==> src/rtl/buzzer_arbiter.sv <==
// buzzer_arbiter
//   Shares the single game buzzer among four sound requesters (keypad click,
//   bonus chime, lose melody, win melody). A fixed-priority arbiter picks the
//   sequence, a small constant note table supplies {half-period code, ticks}
//   per note, and a square wave is generated on the buzzer pin.
//
// Parameters
//   TICK_DIV  clk cycles per duration tick
//   HP_UNIT   clk cycles per half-period code unit
//
// Ports
//   clk        system clock
//   rst        synchronous reset, active-high
//   req[3:0]   one-cycle request pulses: [0] click, [1] bonus, [2] lose, [3] win
//   mute       forces buzzer low; sequencing continues unaffected
//   buzzer     square-wave tone output
//   busy       high while a sequence plays
//   active_id  index of the sequence currently (or most recently) playing
//   done       one-cycle pulse on natural completion of a sequence

module buzzer_arbiter #(
  parameter int TICK_DIV = 500000,
  parameter int HP_UNIT  = 1000
) (
  input  logic       clk,
  input  logic       rst,
  input  logic [3:0] req,
  input  logic       mute,
  output logic       buzzer,
  output logic       busy,
  output logic [1:0] active_id,
  output logic       done
);

  localparam int HP_MAX = 40 * HP_UNIT;
  localparam int HP_W   = (HP_MAX > 1) ? $clog2(HP_MAX) : 1;
  localparam int PS_W   = (TICK_DIV > 1) ? $clog2(TICK_DIV) : 1;
  localparam logic [PS_W-1:0] PS_LAST = PS_W'(TICK_DIV - 1);

  typedef enum logic {IDLE, PLAY} state_t;

  state_t          state;
  logic            tone;
  logic [2:0]      note_idx;
  logic [HP_W-1:0] hp_cnt;
  logic [PS_W-1:0] ps_cnt;
  logic [4:0]      tick_cnt;

  // Note table for the sequence in flight.
  logic [5:0]      note_code;
  logic [4:0]      note_ticks;
  logic            last_note;
  logic [HP_W-1:0] hp_term;

  // NOTE: every signal assigned in always_comb gets a default first, so no
  // path through the case can leave it unassigned and infer a latch.
  // NOTE: the note table is a constant case, not a storage array, so there is
  // nothing to reset; it follows active_id/note_idx combinationally.
  always_comb begin
    note_code  = 6'd0;
    note_ticks = 5'd1;
    last_note  = 1'b1;
    case ({active_id, note_idx})
      // click
      5'b00_000: begin note_code = 6'd20; note_ticks = 5'd2;  last_note = 1'b1; end
      // bonus
      5'b01_000: begin note_code = 6'd15; note_ticks = 5'd3;  last_note = 1'b0; end
      5'b01_001: begin note_code = 6'd10; note_ticks = 5'd3;  last_note = 1'b1; end
      // lose
      5'b10_000: begin note_code = 6'd25; note_ticks = 5'd10; last_note = 1'b0; end
      5'b10_001: begin note_code = 6'd30; note_ticks = 5'd10; last_note = 1'b0; end
      5'b10_010: begin note_code = 6'd40; note_ticks = 5'd20; last_note = 1'b1; end
      // win (third note is a rest)
      5'b11_000: begin note_code = 6'd20; note_ticks = 5'd5;  last_note = 1'b0; end
      5'b11_001: begin note_code = 6'd15; note_ticks = 5'd5;  last_note = 1'b0; end
      5'b11_010: begin note_code = 6'd0;  note_ticks = 5'd2;  last_note = 1'b0; end
      5'b11_011: begin note_code = 6'd10; note_ticks = 5'd5;  last_note = 1'b0; end
      5'b11_100: begin note_code = 6'd8;  note_ticks = 5'd15; last_note = 1'b1; end
      default:   begin note_code = 6'd0;  note_ticks = 5'd1;  last_note = 1'b1; end
    endcase
  end

  // Terminal count of the half-period counter; meaningless for a rest (code 0),
  // where the counter is held instead.
  assign hp_term = HP_W'(int'(note_code) * HP_UNIT - 1);

  // Fixed priority: highest set index wins.
  logic [1:0] win_id;
  always_comb begin
    win_id = 2'd0;
    if (req[3])      win_id = 2'd3;
    else if (req[2]) win_id = 2'd2;
    else if (req[1]) win_id = 2'd1;
    else             win_id = 2'd0;
  end

  // Start from IDLE on any request; in PLAY only a strictly higher index
  // restarts the sequencer.
  logic start_seq;
  logic tick_wrap;
  logic note_end;

  assign start_seq = (|req) && ((state == IDLE) || (win_id > active_id));
  assign tick_wrap = (ps_cnt == PS_LAST);
  assign note_end  = tick_wrap && ((tick_cnt + 5'd1) == note_ticks);

  // NOTE: sequential state uses non-blocking assignments so every flop samples
  // the pre-edge values, independent of statement order.
  always_ff @(posedge clk) begin
    if (rst) begin
      state     <= IDLE;
      busy      <= 1'b0;
      active_id <= 2'd0;
      done      <= 1'b0;
      tone      <= 1'b0;
      note_idx  <= 3'd0;
      hp_cnt    <= '0;
      ps_cnt    <= '0;
      tick_cnt  <= 5'd0;
    end else begin
      done <= 1'b0;
      if (start_seq) begin
        // Fresh start or preemption: no done pulse either way.
        state     <= PLAY;
        busy      <= 1'b1;
        active_id <= win_id;
        note_idx  <= 3'd0;
        tone      <= 1'b0;
        hp_cnt    <= '0;
        ps_cnt    <= '0;
        tick_cnt  <= 5'd0;
      end else if (state == PLAY) begin
        if (note_end) begin
          // Note boundary takes precedence over a coincident tone toggle.
          tone     <= 1'b0;
          hp_cnt   <= '0;
          ps_cnt   <= '0;
          tick_cnt <= 5'd0;
          if (last_note) begin
            state    <= IDLE;
            busy     <= 1'b0;
            done     <= 1'b1;
            note_idx <= 3'd0;
          end else begin
            note_idx <= note_idx + 3'd1;
          end
        end else begin
          if (note_code == 6'd0) begin
            tone   <= 1'b0;
            hp_cnt <= '0;
          end else if (hp_cnt == hp_term) begin
            tone   <= ~tone;
            hp_cnt <= '0;
          end else begin
            hp_cnt <= hp_cnt + HP_W'(1);
          end

          if (tick_wrap) begin
            ps_cnt   <= '0;
            tick_cnt <= tick_cnt + 5'd1;
          end else begin
            ps_cnt   <= ps_cnt + PS_W'(1);
          end
        end
      end
    end
  end

  assign buzzer = tone & ~mute & busy;

endmodule

==> config.mk <==
export PLATFORM = sky130hd
export DESIGN_NAME = buzzer_arbiter
export DESIGN_NICKNAME = d
export VERILOG_FILES = /design/src/rtl/buzzer_arbiter.sv
export SDC_FILE = /design/constraint.sdc
export NUM_CORES = 1
export LEC_CHECK = 0
export CAP_MARGIN = 20
export CORE_MARGIN = 2
export CORE_UTILIZATION = 50
export DETAILED_ROUTE_END_ITERATION = 10
export MAX_ROUTING_LAYER = met4
export PLACE_DENSITY = 0.71
export SYNTH_ARGS = -nofsm -noshare
export SYNTH_HDL_FRONTEND = slang
export SYNTH_SLANG_ARGS = --single-unit
==> constraint.sdc <==
create_clock -name clk -period 8.65 [get_ports clk]
set_clock_uncertainty 0.15 [all_clocks]
set_input_delay 1.2975 -clock clk [delete_from_list [all_inputs] [get_ports clk]]
set_output_delay 1.2975 -clock clk [all_outputs]
set_load 0.02 [all_outputs]
Word level (Yosys, flattened, before mapping)
Memories as Yosys holds them, arrays and structs flattened.
Cells that the tools add are included.

word-level totals
  output and inout port bits = 5
  logic and storage cells = 65
  memories = 1
  register bits after elaboration = 49
  ROM bits = 384

memories
  name             depth  width  rd ports  clocked after memory_dff  write ports  line  text
  (no name shown)  32     12     1         0                         0            63    case ({active_id, note_idx})

operators by class
  order comparisons = 1
  reductions and logical operators = 16
  mux-type cells = 23
  bitwise logic cells = 6
  multiply operators = 1
  add/subtract/negate cells = 5
  eq/ne operators = 3

operators by type and width
  kind                                                                  count
  16-bit two-way mux                                                    3
  19-bit two-way mux                                                    2
  19-bit by 1-bit adder with 19-bit output, second input constant       1
  19-bit == test, second input constant                                 1
  16-bit by 1-bit adder with 16-bit output, second input constant       1
  16-bit == test                                                        1
  16-bit by 1-bit subtractor with 16-bit output, second input constant  1
  6-bit by 7-bit multiplier with 13-bit output, second input constant   1
  1-bit two-way mux                                                     13
  5-bit two-way mux                                                     2
  2-bit nonzero test                                                    4
  4-bit OR reduction                                                    2
  6-bit zero test                                                       1
  2-bit AND reduction                                                   3
  5-bit by 1-bit adder with 5-bit output, second input constant         1
  5-bit == test                                                         1
  2-bit two-way mux                                                     2
  1-bit inverter                                                        4
  3-bit by 1-bit adder with 3-bit output, second input constant         1
  3-bit two-way mux                                                     1
  3-bit AND reduction                                                   1
  3-bit nonzero test                                                    1
  1-bit AND                                                             2
  2-bit > comparator                                                    1
  3 further kinds                                                       4

Logic depth before layout (Yosys ltp)
  word-level depth = 8
  depth in mapped cells = 21
  mapped depth without buffers = 20

Least setup slack after synthesis
OpenSTA, ideal clock, no wires.

  path type = register -> register
  from = register active_id[0]
  to = register hp_cnt[10]
  setup slack = 2.999 ns
  buffers on the path = 3
  cell stages (with the launch flop) = 19
  arrival = 5.371 ns
  cells stage by stage = dfxtp_1 -> buf_2 -> buf_2 -> nor2_1 -> a22oi_1 -> inv_1 -> fa_1 -> inv_1 -> fa_1 -> fa_1 -> ha_1 -> o21ai_0 -> or4b_4 -> and4_4 -> or3_1 -> o211a_1 -> nor4_4 -> buf_6 -> nor3_1

between the ends
  word-level cells in the longest chain between the ends = 7

ends and longest elaborated chain
  element                                        line  text
  start, declared                                31    output logic [1:0] active_id,
  start signal, assigned                         126   active_id <= win_id;
  memory read 32 x 12 bit                        --
  6-bit by 7-bit multiplier with 13-bit output   85    assign hp_term = HP_W'(int'(note_code) * HP_UNIT - 1);
  16-bit by 1-bit subtractor with 16-bit output  85
  16-bit == test                                 151   end else if (hp_cnt == hp_term) begin
  16-bit two-way mux                             151
  16-bit two-way mux                             148   if (note_code == 6'd0) begin
  16-bit two-way mux                             133   if (note_end) begin
  end signal, assigned                           155   hp_cnt <= hp_cnt + HP_W'(1);
  end, declared                                  45    logic [HP_W-1:0] hp_cnt;

Several ways; a longest one is shown, not always the timed one.
A chain may end at the register's enable or synchronous reset.

Worst setup path after layout
  from = register note_idx[2]
  to = register hp_cnt[9]

between the ends
  word-level cells in the longest chain between the ends = 7

ends and longest elaborated chain
  element                                        line  text
  start, declared                                44    logic [2:0] note_idx;
  start signal, assigned                         145   note_idx <= note_idx + 3'd1;
  memory read 32 x 12 bit (*)                    --
  6-bit by 7-bit multiplier with 13-bit output   85
  16-bit by 1-bit subtractor with 16-bit output  85
  16-bit == test                                 151
  16-bit two-way mux                             151
  16-bit two-way mux                             148
  16-bit two-way mux (*)                         133

Every way passes the cells marked *; elsewhere a longest branch is shown, timed or not.

==> impl_metrics.toml <==
[global_routing]
grt_pass1_wl_mm = 15.3
grt_pass1_vias = 3321
grt_max_degree = 23
antenna_found_initial = 0
track_usage = 0.213
grt.overflow.total = 0

[cts]
cts_tree = "done"
clk_latency_ps = 310
hold_buffers = 0
clockRootBuffer = "clkbuf_8"
cts_buffers = 5
htreeDepth = 2
cts-resized-gates = 0
clockBufferDepth = 2
post_cts_buffers = 0
clock-sinks = 49
clk_pin_slew_ps = 100

[final_layout]
final_common_cell = "nor2_1"
antenna_cells = 0
multi_input_area_sq_mm = 0.00304
layout_common_cells = "54 x nor2_1, 49 x dfxtp_1, 37 x ha_1, 34 x nand2_1, 31 x inv_1"
area_growth_pct = 5.85
seqCellArea_sq_um = 981
nets = 565
nFillCells = 756
layout-drive-gt1-share = 0.0531

[sta]
setup_viol = 0
finalCritPeriodShare = 0.763
worst_pin_slew_ps = 732
grt_setup_unrepaired = "false"
slew_violations = 0
period_minus_slack_ps = 6600
layout_setup_ws_ps = 2050
final_hold_viol_count = 0
slew_headroom = 0.511
fin_tns_setup_ps = 0
max_clock_freq_mhz = 151

[logic_synthesis]
ys_seq_area_frac = 0.231
yosys_most_used_dff = "dfxtp_1"
synth_fp_nets = 568
avgSynthCellArea_sq_um = 8.31
synth-edff-count = 0
yosysUniqueCellTypes = 71
syn_inst = 510
yosysWarnings = 0
async_reset_ff_frac = 0
synth_seq_cells = 49
syn_area_sq_mm = 0.00424

[pwr]
switching_share = 0.496
p_leak_nw = 1.69
power_density_mw_per_mm2 = 303
seqPwrFrac = 0.175
clkPwrFrac = 0.104
p_switching_w = 0.000675
intPower_w = 0.000685
pwr-share-comb = 0.721
ir_drop_v = 0.000271

[die]
num_rows = 33
ios = 12
dieArea_sq_mm = 0.00923
dieWidth_um = 96.1
initial_core_util = 0.516
core_area_sq_mm = 0.00822
die_h_um = 96.1

[setup_path]
critical_path_buf_inv_count = 3
endpoint_kind = "flip-flop"
required_ps = 8670
path_cells = "clkinv_1 > ha_1 > a22oi_1 > inv_1 > fa_1 > inv_1 > fa_1 > fa_1 > ha_1 > o21ai_0 > or4b_4 > and4_4 > a2111oi_0 > a32oi_1 > o211a_1 > nor4_4 > nor3_1"
path_common_cell = "fa_1"
crit_type = "flip-flop to flip-flop"
arrival_ps = 6620
start_kind = "flip-flop"
cp_max_fo = 17
cp_slowest_cell = "dfxtp_1"
critical_path.top_delay_family = "adder cells"
max_stage_delay_ps = 650

[hold_path]
hold_class = "flip-flop to flip-flop"

[run]
cap_violations = 0

[route]
routed_via_density = 5.79
ant_nets = 0
vias = 3551
drtIter0Drc = 228
post-route-drc-count = 0
dr.pass1.iters = 4
wl_per_cell_um = 14.7
wl_mm = 9.00

[status]
status = "complete, no violations"

[placement]
io_buffers = 11
post-place-ws_ps = 2090
dpl.hpwl_mm = 7.00
gp_congestion = 0.955
per-layer routing:
layer	global-route usage	wire, um	vias to the layer above
met5	-	0	-
met4	0.0512	114	0
met3	0.0235	257	11
met2	0.356	4350	61
met1	0.278	4280	1681
li1	-	-	1798
logic make-up after synthesis:
kind of cell	Yosys count	synth area share
AO/OA/AOI/OAI	90	0.145
XOR/XNOR	55	0.123
adder cells (fa/ha/maj)	51	0.175
buffers and inverters	54	0.0511
flip-flops	49	0.231
multiplexers	8	0.0195
AND/OR/NAND/NOR	203	0.255
registers in the layout, indices dropped and copies added, names as in the netlist:
signal,flops
tick_cnt,5
active_id,2
tone,1
state,1
done,1
ps_cnt,19
busy,1
hp_cnt,16
note_idx,3
path summary, 6_finish.rpt:
| path | endpoint | cells after the start | slack (ps) | start |
|---|---|---|---|---|
| worst max-delay path | hp_cnt[9] | 17 | 2050 | note_idx[2] |
| worst min-delay path | hp_cnt[1] | 2 | 340 | hp_cnt[1] |
| worst max register to register | hp_cnt[9] | 17 | 2050 | note_idx[2] |
| worst min register to register | hp_cnt[1] | 2 | 340 | hp_cnt[1] |
layout make-up:
| cell class | instances | area share |
|---|---|---|
| well taps | 105 | 0.0293 |
| multi-input cells | 407 | 0.678 |
| flip-flops and latches | 49 | 0.219 |
| clock inverters | 3 | 0.00586 |
| clock buffers | 5 | 0.0153 |
| repair buffers | 12 | 0.0262 |
| inverters | 32 | 0.0268 |
tightest hold or removal path, stage by stage (launching register included):
cell     delay [ps]
dfxtp_1         340
nand2_1          50
o21ai_0          60
power groups by stage:
stage               clock network [W]  logic, W  registers, W
finish                       0.000141  0.000980      0.000238
global route                 0.000154   0.00110      0.000239
CTS                          0.000146  0.000974      0.000237
detailed placement                  0  0.000967      0.000243
global placement                    0  0.000944      0.000242
floorplan                           0  0.000791      0.000237
synth_stat cells, types with 2 or more instances:
cell,number,area share
nor2_1,54,0.048
dfxtp_1,49,0.23
ha_1,37,0.11
nand2_1,34,0.030
inv_1,31,0.027
xor2_1,27,0.056
nor3_1,25,0.030
xnor2_1,25,0.052
nand3_1,23,0.027
o21ai_0,20,0.024
a21oi_1,15,0.018
clkbuf_1,15,0.013
fa_1,14,0.066
nand4_1,13,0.019
and3_1,11,0.016
o211ai_1,9,0.016
mux2i_1,6,0.014
nand2b_1,6,0.0089
a31oi_1,5,0.0074
buf_2,5,0.0059
a211oi_1,4,0.0071
nor3b_1,4,0.0071
or4_1,4,0.0071
a21o_1,3,0.0053
and2_1,3,0.0044
nor2b_1,3,0.0044
nor4_1,3,0.0044
nor4b_1,3,0.0062
o21a_1,3,0.0053
o22ai_1,3,0.0044
xnor3_1,3,0.016
a21boi_0,2,0.0035
a22oi_1,2,0.0035
a2bb2oi_1,2,0.0041
and4_1,2,0.0041
mux2_2,2,0.0053
nor4_2,2,0.0059
o2111ai_1,2,0.0041
o21ai_1,2,0.0024
or2_2,2,0.0030
or3_1,2,0.0030
through the flow:
step	power, W	hold WS (ps)	cell area (sq um)	utilization	instances
CTS	0.00136	342	4490	0.546	613
floorplan	0.00103	293	4240	-	510
detailed placement	0.00121	330	4390	0.534	605
finish	0.00136	340	4490	0.546	613
global placement	0.00119	311	4390	0.534	605
global route	0.00149	380	4490	0.546	613
(Power assumes the default switching activity.)
